<file path="config.mk">
export PLATFORM = sky130hd
export DESIGN_NAME = pmem_line_bridge
export DESIGN_NICKNAME = d
export VERILOG_FILES = /design/src/rtl/pmem_line_bridge.sv
export SDC_FILE = /design/constraint.sdc
export NUM_CORES = 1
export LEC_CHECK = 0
export ABC_AREA = 1
export CAP_MARGIN = 20
export CORE_MARGIN = 2
export CORE_UTILIZATION = 52
export DETAILED_ROUTE_END_ITERATION = 7
export PLACE_DENSITY_LB_ADDON = 0.08
export REMOVE_ABC_BUFFERS = 1
export SLEW_MARGIN = 20
export SYNTH_ARGS = -nofsm -noshare
export SYNTH_HDL_FRONTEND = slang
export SYNTH_SLANG_ARGS = --single-unit
</file>
<file path="constraint.sdc">
create_clock -name clk -period 3.66 [get_ports clk]
set_input_delay 1.098 -clock clk [delete_from_list [all_inputs] [get_ports clk]]
set_output_delay 1.098 -clock clk [all_outputs]
set_load 0.01 [all_outputs]
</file>
<file path="src/rtl/pmem_line_bridge.sv">
// Wishbone line (LINE_W) to pmem beat (BEAT_W) bridge: writes are serialised, read beats are reassembled.
// Optional build macro PMEM_BEAT_SKIP_EN: write beats with an all-zero byte-select slice issue no pmem request.
module pmem_line_bridge #(
    parameter int ADDR_W = 12,
    parameter int LINE_W = 128,
    parameter int BEAT_W = 32
) (
    input  logic                                  clk,
    input  logic                                  rst_n,
    input  logic                                  wb_cyc,
    input  logic                                  wb_stb,
    input  logic                                  wb_we,
    input  logic [LINE_W/8-1:0]                   wb_sel,
    input  logic [ADDR_W-1:0]                     wb_adr,
    input  logic [LINE_W-1:0]                     wb_dat_m,
    output logic [LINE_W-1:0]                     wb_dat_s,
    output logic                                  wb_ack,
    output logic                                  wb_rty,
    output logic                                  pmem_read,
    output logic                                  pmem_write,
    output logic [ADDR_W+$clog2(LINE_W/8)-1:0]    pmem_address,
    output logic [BEAT_W-1:0]                     pmem_wdata,
    output logic [BEAT_W/8-1:0]                   pmem_wmask,
    input  logic [BEAT_W-1:0]                     pmem_rdata,
    input  logic                                  pmem_resp,
    output logic [1:0]                            dbg_state_o
);

    // LINE_W must be an exact multiple of BEAT_W, with at least two beats per line.
    localparam int BEATS   = LINE_W / BEAT_W;
    localparam int BIDX_W  = $clog2(BEATS);
    localparam int BSEL_W  = BEAT_W / 8;
    localparam int BOFF_W  = $clog2(BSEL_W);
    localparam int SEL_W   = LINE_W / 8;

    // Handshake: a request is wb_cyc&wb_stb seen in IDLE; it completes with a single-cycle wb_ack,
    // and wb_rty mirrors the request while a line is in flight. A pmem beat is held until pmem_resp.
    typedef enum logic [1:0] {
        S_IDLE    = 2'd0,
        S_WR_BEAT = 2'd1,
        S_RD_BEAT = 2'd2,
        S_DONE    = 2'd3
    } state_t;

    state_t              state_q, state_d;
    logic [BIDX_W-1:0]   beat_q,  beat_d;
    logic [ADDR_W-1:0]   adr_q,   adr_d;
    logic [SEL_W-1:0]    sel_q,   sel_d;
    logic [LINE_W-1:0]   wline_q, wline_d;
    logic [LINE_W-1:0]   rline_q, rline_d;

    logic [BSEL_W-1:0]   cur_sel;
    logic                beat_last;
    logic                beat_skip;
    logic                rest_masked;
    logic [ADDR_W+BIDX_W+BOFF_W-1:0] beat_addr;

    assign cur_sel   = sel_q[beat_q*BSEL_W +: BSEL_W];
    assign beat_last = (beat_q == BIDX_W'(BEATS-1));
    assign beat_addr = {adr_q, beat_q, {BOFF_W{1'b0}}};

`ifdef PMEM_BEAT_SKIP_EN
    // rest_masked covers the current beat and every later one, so a trailing run of empty beats ends at once.
    assign beat_skip   = (cur_sel == '0);
    assign rest_masked = ((sel_q >> (beat_q*BSEL_W)) == '0);
`else
    assign beat_skip   = 1'b0;
    assign rest_masked = 1'b0;
`endif

    always_ff @(posedge clk or negedge rst_n) begin
        if (!rst_n) begin
            state_q <= S_IDLE;
            beat_q  <= '0;
            adr_q   <= '0;
            sel_q   <= '0;
            wline_q <= '0;
            rline_q <= '0;
        end else begin
            state_q <= state_d;
            beat_q  <= beat_d;
            adr_q   <= adr_d;
            sel_q   <= sel_d;
            wline_q <= wline_d;
            rline_q <= rline_d;
        end
    end

    always_comb begin
        state_d      = state_q;
        beat_d       = beat_q;
        adr_d        = adr_q;
        sel_d        = sel_q;
        wline_d      = wline_q;
        rline_d      = rline_q;
        wb_ack       = 1'b0;
        wb_rty       = 1'b0;
        pmem_read    = 1'b0;
        pmem_write   = 1'b0;
        pmem_address = '0;
        pmem_wdata   = '0;
        pmem_wmask   = '0;

        case (state_q)
            S_IDLE: begin
                if (wb_cyc && wb_stb) begin
                    adr_d  = wb_adr;
                    sel_d  = wb_sel;
                    beat_d = '0;
                    if (wb_we) begin
                        wline_d = wb_dat_m;
                        state_d = S_WR_BEAT;
                    end else begin
                        state_d = S_RD_BEAT;
                    end
                end
            end

            S_WR_BEAT: begin
                wb_rty       = wb_cyc & wb_stb;
                pmem_address = beat_addr;
                if (beat_skip) begin
                    if (rest_masked) begin
                        state_d = S_DONE;
                    end else begin
                        beat_d = beat_q + BIDX_W'(1);
                    end
                end else begin
                    pmem_write = 1'b1;
                    pmem_wdata = wline_q[beat_q*BEAT_W +: BEAT_W];
                    pmem_wmask = cur_sel;
                    if (pmem_resp) begin
                        if (beat_last) begin
                            state_d = S_DONE;
                        end else begin
                            beat_d = beat_q + BIDX_W'(1);
                        end
                    end
                end
            end

            S_RD_BEAT: begin
                wb_rty       = wb_cyc & wb_stb;
                pmem_read    = 1'b1;
                pmem_address = beat_addr;
                if (pmem_resp) begin
                    rline_d[beat_q*BEAT_W +: BEAT_W] = pmem_rdata;
                    if (beat_last) begin
                        state_d = S_DONE;
                    end else begin
                        beat_d = beat_q + BIDX_W'(1);
                    end
                end
            end

            S_DONE: begin
                wb_ack  = 1'b1;
                state_d = S_IDLE;
            end

            default: begin
                state_d = S_IDLE;
            end
        endcase
    end

    // The read line is only ever overwritten by read beat captures, so it holds across writes.
    assign wb_dat_s    = rline_q;
    assign dbg_state_o = state_q;

endmodule

</file>
==> results of run 1 <==
what timing repair did:
item,in CTS,in global routing
endpoints found under the setup margin,5,21
resized for setup,3,4
endpoints found under the hold margin,0,0
flip-flops by register name (all words and copies together), names as in the netlist:
| name | cells |
|---|---|
| adr_q | 12 |
| wline_q | 128 |
| wb_dat_s | 128 |
| dbg_state_o | 2 |
| sel_q | 16 |
| beat_q | 2 |
power by group:
part / leakage (uW) / internal, uW / switching, uW
logic: 0.00502 / 2070 / 2940
clock network: 0.000527 / 2040 / 1250
registers: 0.00376 / 4260 / 596
Yosys cell counts:
library cell    n
nand2_1       574
dfrtp_1       288
nand3_1       258
o21ai_0       219
inv_1         174
clkbuf_1       52
buf_2          50
a21oi_1        36
ha_1           10
nand3_2        10
buf_4           8
buf_1           7
buf_6           7
nor2_1          6
inv_2           3
nand4_1         3
nor2_2          3
o21ai_1         3
buf_12          1
buf_8           1
clkbuf_2        1
clkinv_1        1
conb_1          1
cell families after synthesis:
kind of cell               Yosys count
buffers and inverters              305
DFF                                288
adders and majority gates           10
other                                1
and+or+nand+nor                    854
AOI/OAI and AO/OA                  258
cell usage in the layout, fill, tap and decap left out, types with 10 or more instances in the layout:
cell type	n
dfrtp_1	286
a21oi_1	33
o21ai_0	219
clkbuf_16	32
nand3_1	258
nand3_2	10
nand2_1	572
clkdlybuf4s50_1	375
inv_1	173
buf_4	26
worst min-delay path, delay by kind of cell (launching register included):
family	cells	cell delay, ns
flops	1	0.34
simple gates	2	0.10
cell type report:
type | instances | area [um^2]
inverter | 178 | 670.6
fill | 2050 | 7182
antenna | 4 | 10.01
multi-input combinational | 1124 | 5069
sequential | 288 | 7212
clock buffer | 45 | 898.4
clock inverter | 11 | 185.2
tap | 335 | 419.2
timing repair buffer | 414 | 4192
how the worst max path moves through the flow:
stage / start / end / slack (ns) / cells after the start
floorplan: wb_cyc / wline_q[0] / -4.65 / 5
global placement: wb_cyc / wb_rty / 0.29 / 4
detailed placement: wb_stb / wb_rty / 0.27 / 4
CTS: dbg_state_o[1] / pmem_wdata[0] / 0.02 / 6
global route: beat_q[1] / pmem_wdata[23] / 0.004 / 5
finish: beat_q[1] / pmem_wdata[23] / 0.05 / 5
stage by stage:
step	area (um^2)	TNS, ns	cells	util
after detailed placement	17510	0	2338	0.6778
after global routing	18650	0	2397	0.7218
after global placement	17510	0	2338	0.6778
final	18660	0	2399	0.7220
after floorplan	12900	-787.57	1590	-
after CTS	18610	0	2394	0.7201
layer usage:
| metal | up-vias | track usage | wire length, um |
|---|---|---|---|
| li1 | 6081 | - | - |
| met1 | 6132 | 0.3950 | 16160 |
| met2 | 608 | 0.5021 | 20130 |
| met3 | 97 | 0.04770 | 3491 |
| met4 | 2 | 0.1172 | 1534 |
| met5 | - | 0 | 13 |
==> impl_metrics.toml, run 1 <==
[run_status]
outcome = "completed"

[die]
initial_utilization = 0.5245
ios = 380
die_w_um = 165.4
coreArea_um2 = 25840
rows = 59
dieArea_um2 = 27370
die_h_um = 165.4

[timing]
maxSlewViolCount = 0
fmax_mhz = 276.7
fin_ws_ns = 0.04538
worst_pin_slew_ns = 0.6353
fin_crit_ns = 3.615
fin_skew_ns = 0.009874
finalSetupViolations = 0
timing.hold.ws_ns = 0.4710
hold_viol_final = 0
rsz0062_at_grt = "no"
relSlewSlack = 0.5765
post-route-period-util = 0.9876

[layout]
fin_nets = 2240
drive_gt1_frac = 0.05534
syn2layout_area_growth_pct = 37.66

[synthesis]
synth.avg_cell_area_um2 = 7.897
synth_cells = 1716
syn-cell-area_um2 = 13550
yosys.area.top_type = "dfrtp_1"
synthMuxAreaShare = 0
synth_top_family_by_area = "simple AND/OR/NAND/NOR gates"
synth_fa_ha_area_frac = 0.009233
synth_compound_area_frac = 0.09528
synth_top_area_frac = 0.5318
synth-simple-area-share = 0.2661
netlist_top_cells_area = "dfrtp_1, nand2_1, nand3_1, o21ai_0, inv_1"
synth_xor_area_frac = 0
ys_ff_latch = 288
synth_seq_area_share = 0.5318
ys_warn_count = 0
ys_types = 23

[pwr]
leakagePower_uw = 0.009308
p_total_uw = 13160
powerDensity_nw_per_um2 = 705.5
irDropWorstVdd_mv = 0.4361

[cts]
htreeDepth = 1
cts_tree = "done"
postCtsSetupBuffers = 0
clock-sinks = 288
root_buffer = "clkbuf_16"
clk_path_buf_depth = 3
hold_buffers = 0
clkTransAtPathRegs_ns = 0.07
numCtsBuffers = 30
insertion_delay_ns = 0.55

[grt]
grt_usage = 0.3002
grt_pass1_vias = 12410
grt_pass1_wl_mm = 64.76
grt_start_max_net_pins = 94
antenna_found_initial = 5
grt-ovfl-total = 0

[min_path]
worstHoldStart = "wline_q[113]"
hp-class = "reg -> reg"
min_path_cells = 2
min_to = "wline_q[113]"

[worst_setup_path]
cp_slowest_stage_delay_ns = 0.59
cp_data_arrival_time_ns = 2.52
path_buf_inv = 3
cp_top_family = "buffers and inverters"
reg2reg_from = "beat_q[0]"
cp_slowest_cell = "clkdlybuf4s50_1"
crit_type = "reg -> out"
r2r_slack_ns = 0.99
reg2reg_to = "wb_dat_s[10]"
crit_path_end_kind = "output port"
path_max_fanout = 15
crit_required_ns = 2.56
cp-start-kind = "register"
crit_chain = "inv_4, buf_4, nand3_1, a21oi_1, clkdlybuf4s50_1"
reg2reg_depth = 9

[detailed_routing]
vias = 12920
drc_errors = 0
drtAntennaViolNets = 0
dr.pass1.iters = 5
drtIter0Drc = 1416
vias_per_cell = 5.386
finalWirelength_mm = 41.32
drt-wirelength-per-cell_um = 17.22

[place]
numPortBuffers = 377
gp_congestion = 0.8719
hpwl_mm = 27.13
preCtsSetupSlack_ns = 0.2660

[run]
maxCapViolCount = 0
Power figures use the tool's default switching activity.
==> run 2, diff against run 1 <==
Settings changed: SLEW_MARGIN 20 to 10.
==> run 2 against run 1 <==
Against the previous run: die area is the same; sequential power is essentially flat; sequential share of layout area is the same; routed wire length grew 0.43%; design area is the same; via count grew 0.22%; non-clock buffer count is the same; global-route usage is the same; worst setup slack gained 0.0070 ns; critical path depth is the same; final cell count is essentially flat; critical path type unchanged.
==> impl_metrics.toml, run 2 (synthesized netlist as in run 1, its figures left out) <==
[grt]
grt_util_met3 = 0.04770
gr-usage-met2 = 0.5021
busiest_layer = "met2"
grt-ovfl-total = 0
grt_usage = 0.3002
grt_pass1_vias = 12410
grt_start_max_net_pins = 94
grt_pass1_wl_mm = 64.76
grt_use_met1 = 0.3950
antenna_found_initial = 5

[layout]
drive_gt1_frac = 0.05534
finish.utilization = 0.7220
syn2layout_area_growth_pct = 37.66
fin_nets = 2240
final_common_cell = "nand2_1"
layout_common_cells = "nand2_1, clkdlybuf4s50_1, dfrtp_1"
n_fill_cell = 2051

[cts]
numCtsBuffers = 30
root_buffer = "clkbuf_16"
postCtsSetupBuffers = 0
clkTransAtPathRegs_ns = 0.06
clock-sinks = 288
htreeDepth = 1
cts_tree = "done"
insertion_delay_ns = 0.55
clk_path_buf_depth = 3

[timing]
relSlewSlack = 0.5734
timing.hold.ws_ns = 0.4709
maxSlewViolCount = 0
post-route-period-util = 0.9857
finalSetupViolations = 0
fin_crit_ns = 3.608
worst_pin_slew_ns = 0.6399
hold_viol_final = 0
fmax_mhz = 277.2
rsz0062_at_grt = "no"
fin_skew_ns = 0.01092

[run_status]
outcome = "completed"

[die]
coreArea_um2 = 25840
die_w_um = 165.4
dieArea_um2 = 27370
rows = 59
initial_utilization = 0.5245
die_h_um = 165.4
ios = 380

[place]
gp_congestion = 0.8719
hpwl_mm = 27.13
numPortBuffers = 377

[detailed_routing]
drtIter0Drc = 1342
finalWirelength_mm = 41.50
vias = 12950
drt-wirelength-per-cell_um = 17.30
drtAntennaViolNets = 0
dr.pass1.iters = 5
vias_per_cell = 5.400
drc_errors = 0

[worst_setup_path]
crit_required_ns = 2.56
cp_data_arrival_time_ns = 2.51
crit_path_end_kind = "output port"
cp-start-kind = "register"
path_max_fanout = 15
crit_type = "reg -> out"

[pwr]
power_frac_comb = 0.381
pwr-share-clk = 0.250
seqPwrFrac = 0.369
irDropWorstVdd_mv = 0.4357
p_total_uw = 13170
internal-power_uw = 8381
switching_share = 0.3634
powerDensity_nw_per_um2 = 705.7
leakagePower_uw = 0.009308
power_switching_uw = 4785

[min_path]
hp-class = "reg -> reg"

[run]
maxCapViolCount = 0
[run 2: changes by cell type in the layout (fill, tap and decap cells not counted)]
cell / delta
buf_16: +1
clkbuf_16: -1
clkinv_1: -1
diode_2: -1
inv_1: +1
[run 2: critical path: stages, from the launching register on]
cell and delay [ns]:
dfrtp_2 0.56, inv_4 0.21, buf_4 0.22, nand3_1 0.10, a21oi_1 0.27, clkdlybuf4s50_1 0.59
[run 2: area by class of cell]
| cell class | count | area [um^2] | area share |
|---|---|---|---|
| inverter | 178 | 670.6 | 0.03595 |
| multi-input combinational | 1124 | 5069 | 0.2717 |
| timing repair buffer | 414 | 4194 | 0.2248 |
| tap | 335 | 419.2 | 0.02247 |
| antenna | 3 | 7.507 | 0.0004024 |
| sequential | 288 | 7212 | 0.3866 |
| clock inverter | 11 | 185.2 | 0.009926 |
| clock buffer | 45 | 898.4 | 0.04816 |
[run 2: path summary, 6_finish.rpt]
path,start,end,slack [ns],cells after the start
setup reg to reg,beat_q[0],wb_dat_s[10],1.00,9
min in group asynchronous,rst_n,adr_q[1],0.52,1
setup / recovery,beat_q[1],pmem_wdata[23],0.05,5
max in group asynchronous,rst_n,wline_q[122],2.31,2
hold / removal,wline_q[113],wline_q[113],0.47,2
hold reg to reg,wline_q[113],wline_q[113],0.47,2
[run 2: metrics by stage]
stage          cells  setup TNS (ns)  area, um^2  setup slack (ns)
2_1_floorplan   1590         -787.57       12900            -4.648
3_3_place_gp    2338               0       17510            0.2854
3_5_place_dp    2338               0       17510            0.2660
4_1_cts         2394               0       18610           0.02130
5_1_grt         2397               0       18650          0.003701
6_report        2398               0       18660           0.05243
[run 2: repair_timing]
action / 4_1_cts / 5_1_grt
gates resized for setup: 3 / 4
endpoints found under the setup margin: 5 / 21
hold buffers: 0 / 0
[run 2: per-layer routing]
metal  wire (um)  share of wire  up-vias
li1            -              -     6091
met1       16280           0.39     6124
met2       20140           0.49      624
met3        3458          0.083      108
met4        1605          0.039        2
met5          13        0.00031        -
[run 2: power groups by stage]
stage	Sequential, uW	Clock, uW	Combinational, uW
6_report	4860	3290	5020
5_1_grt	4980	3460	5630
4_1_cts	4850	3330	5010
3_5_place_dp	4890	0	4950
3_3_place_gp	4840	0	4820
2_1_floorplan	4940	0	2550
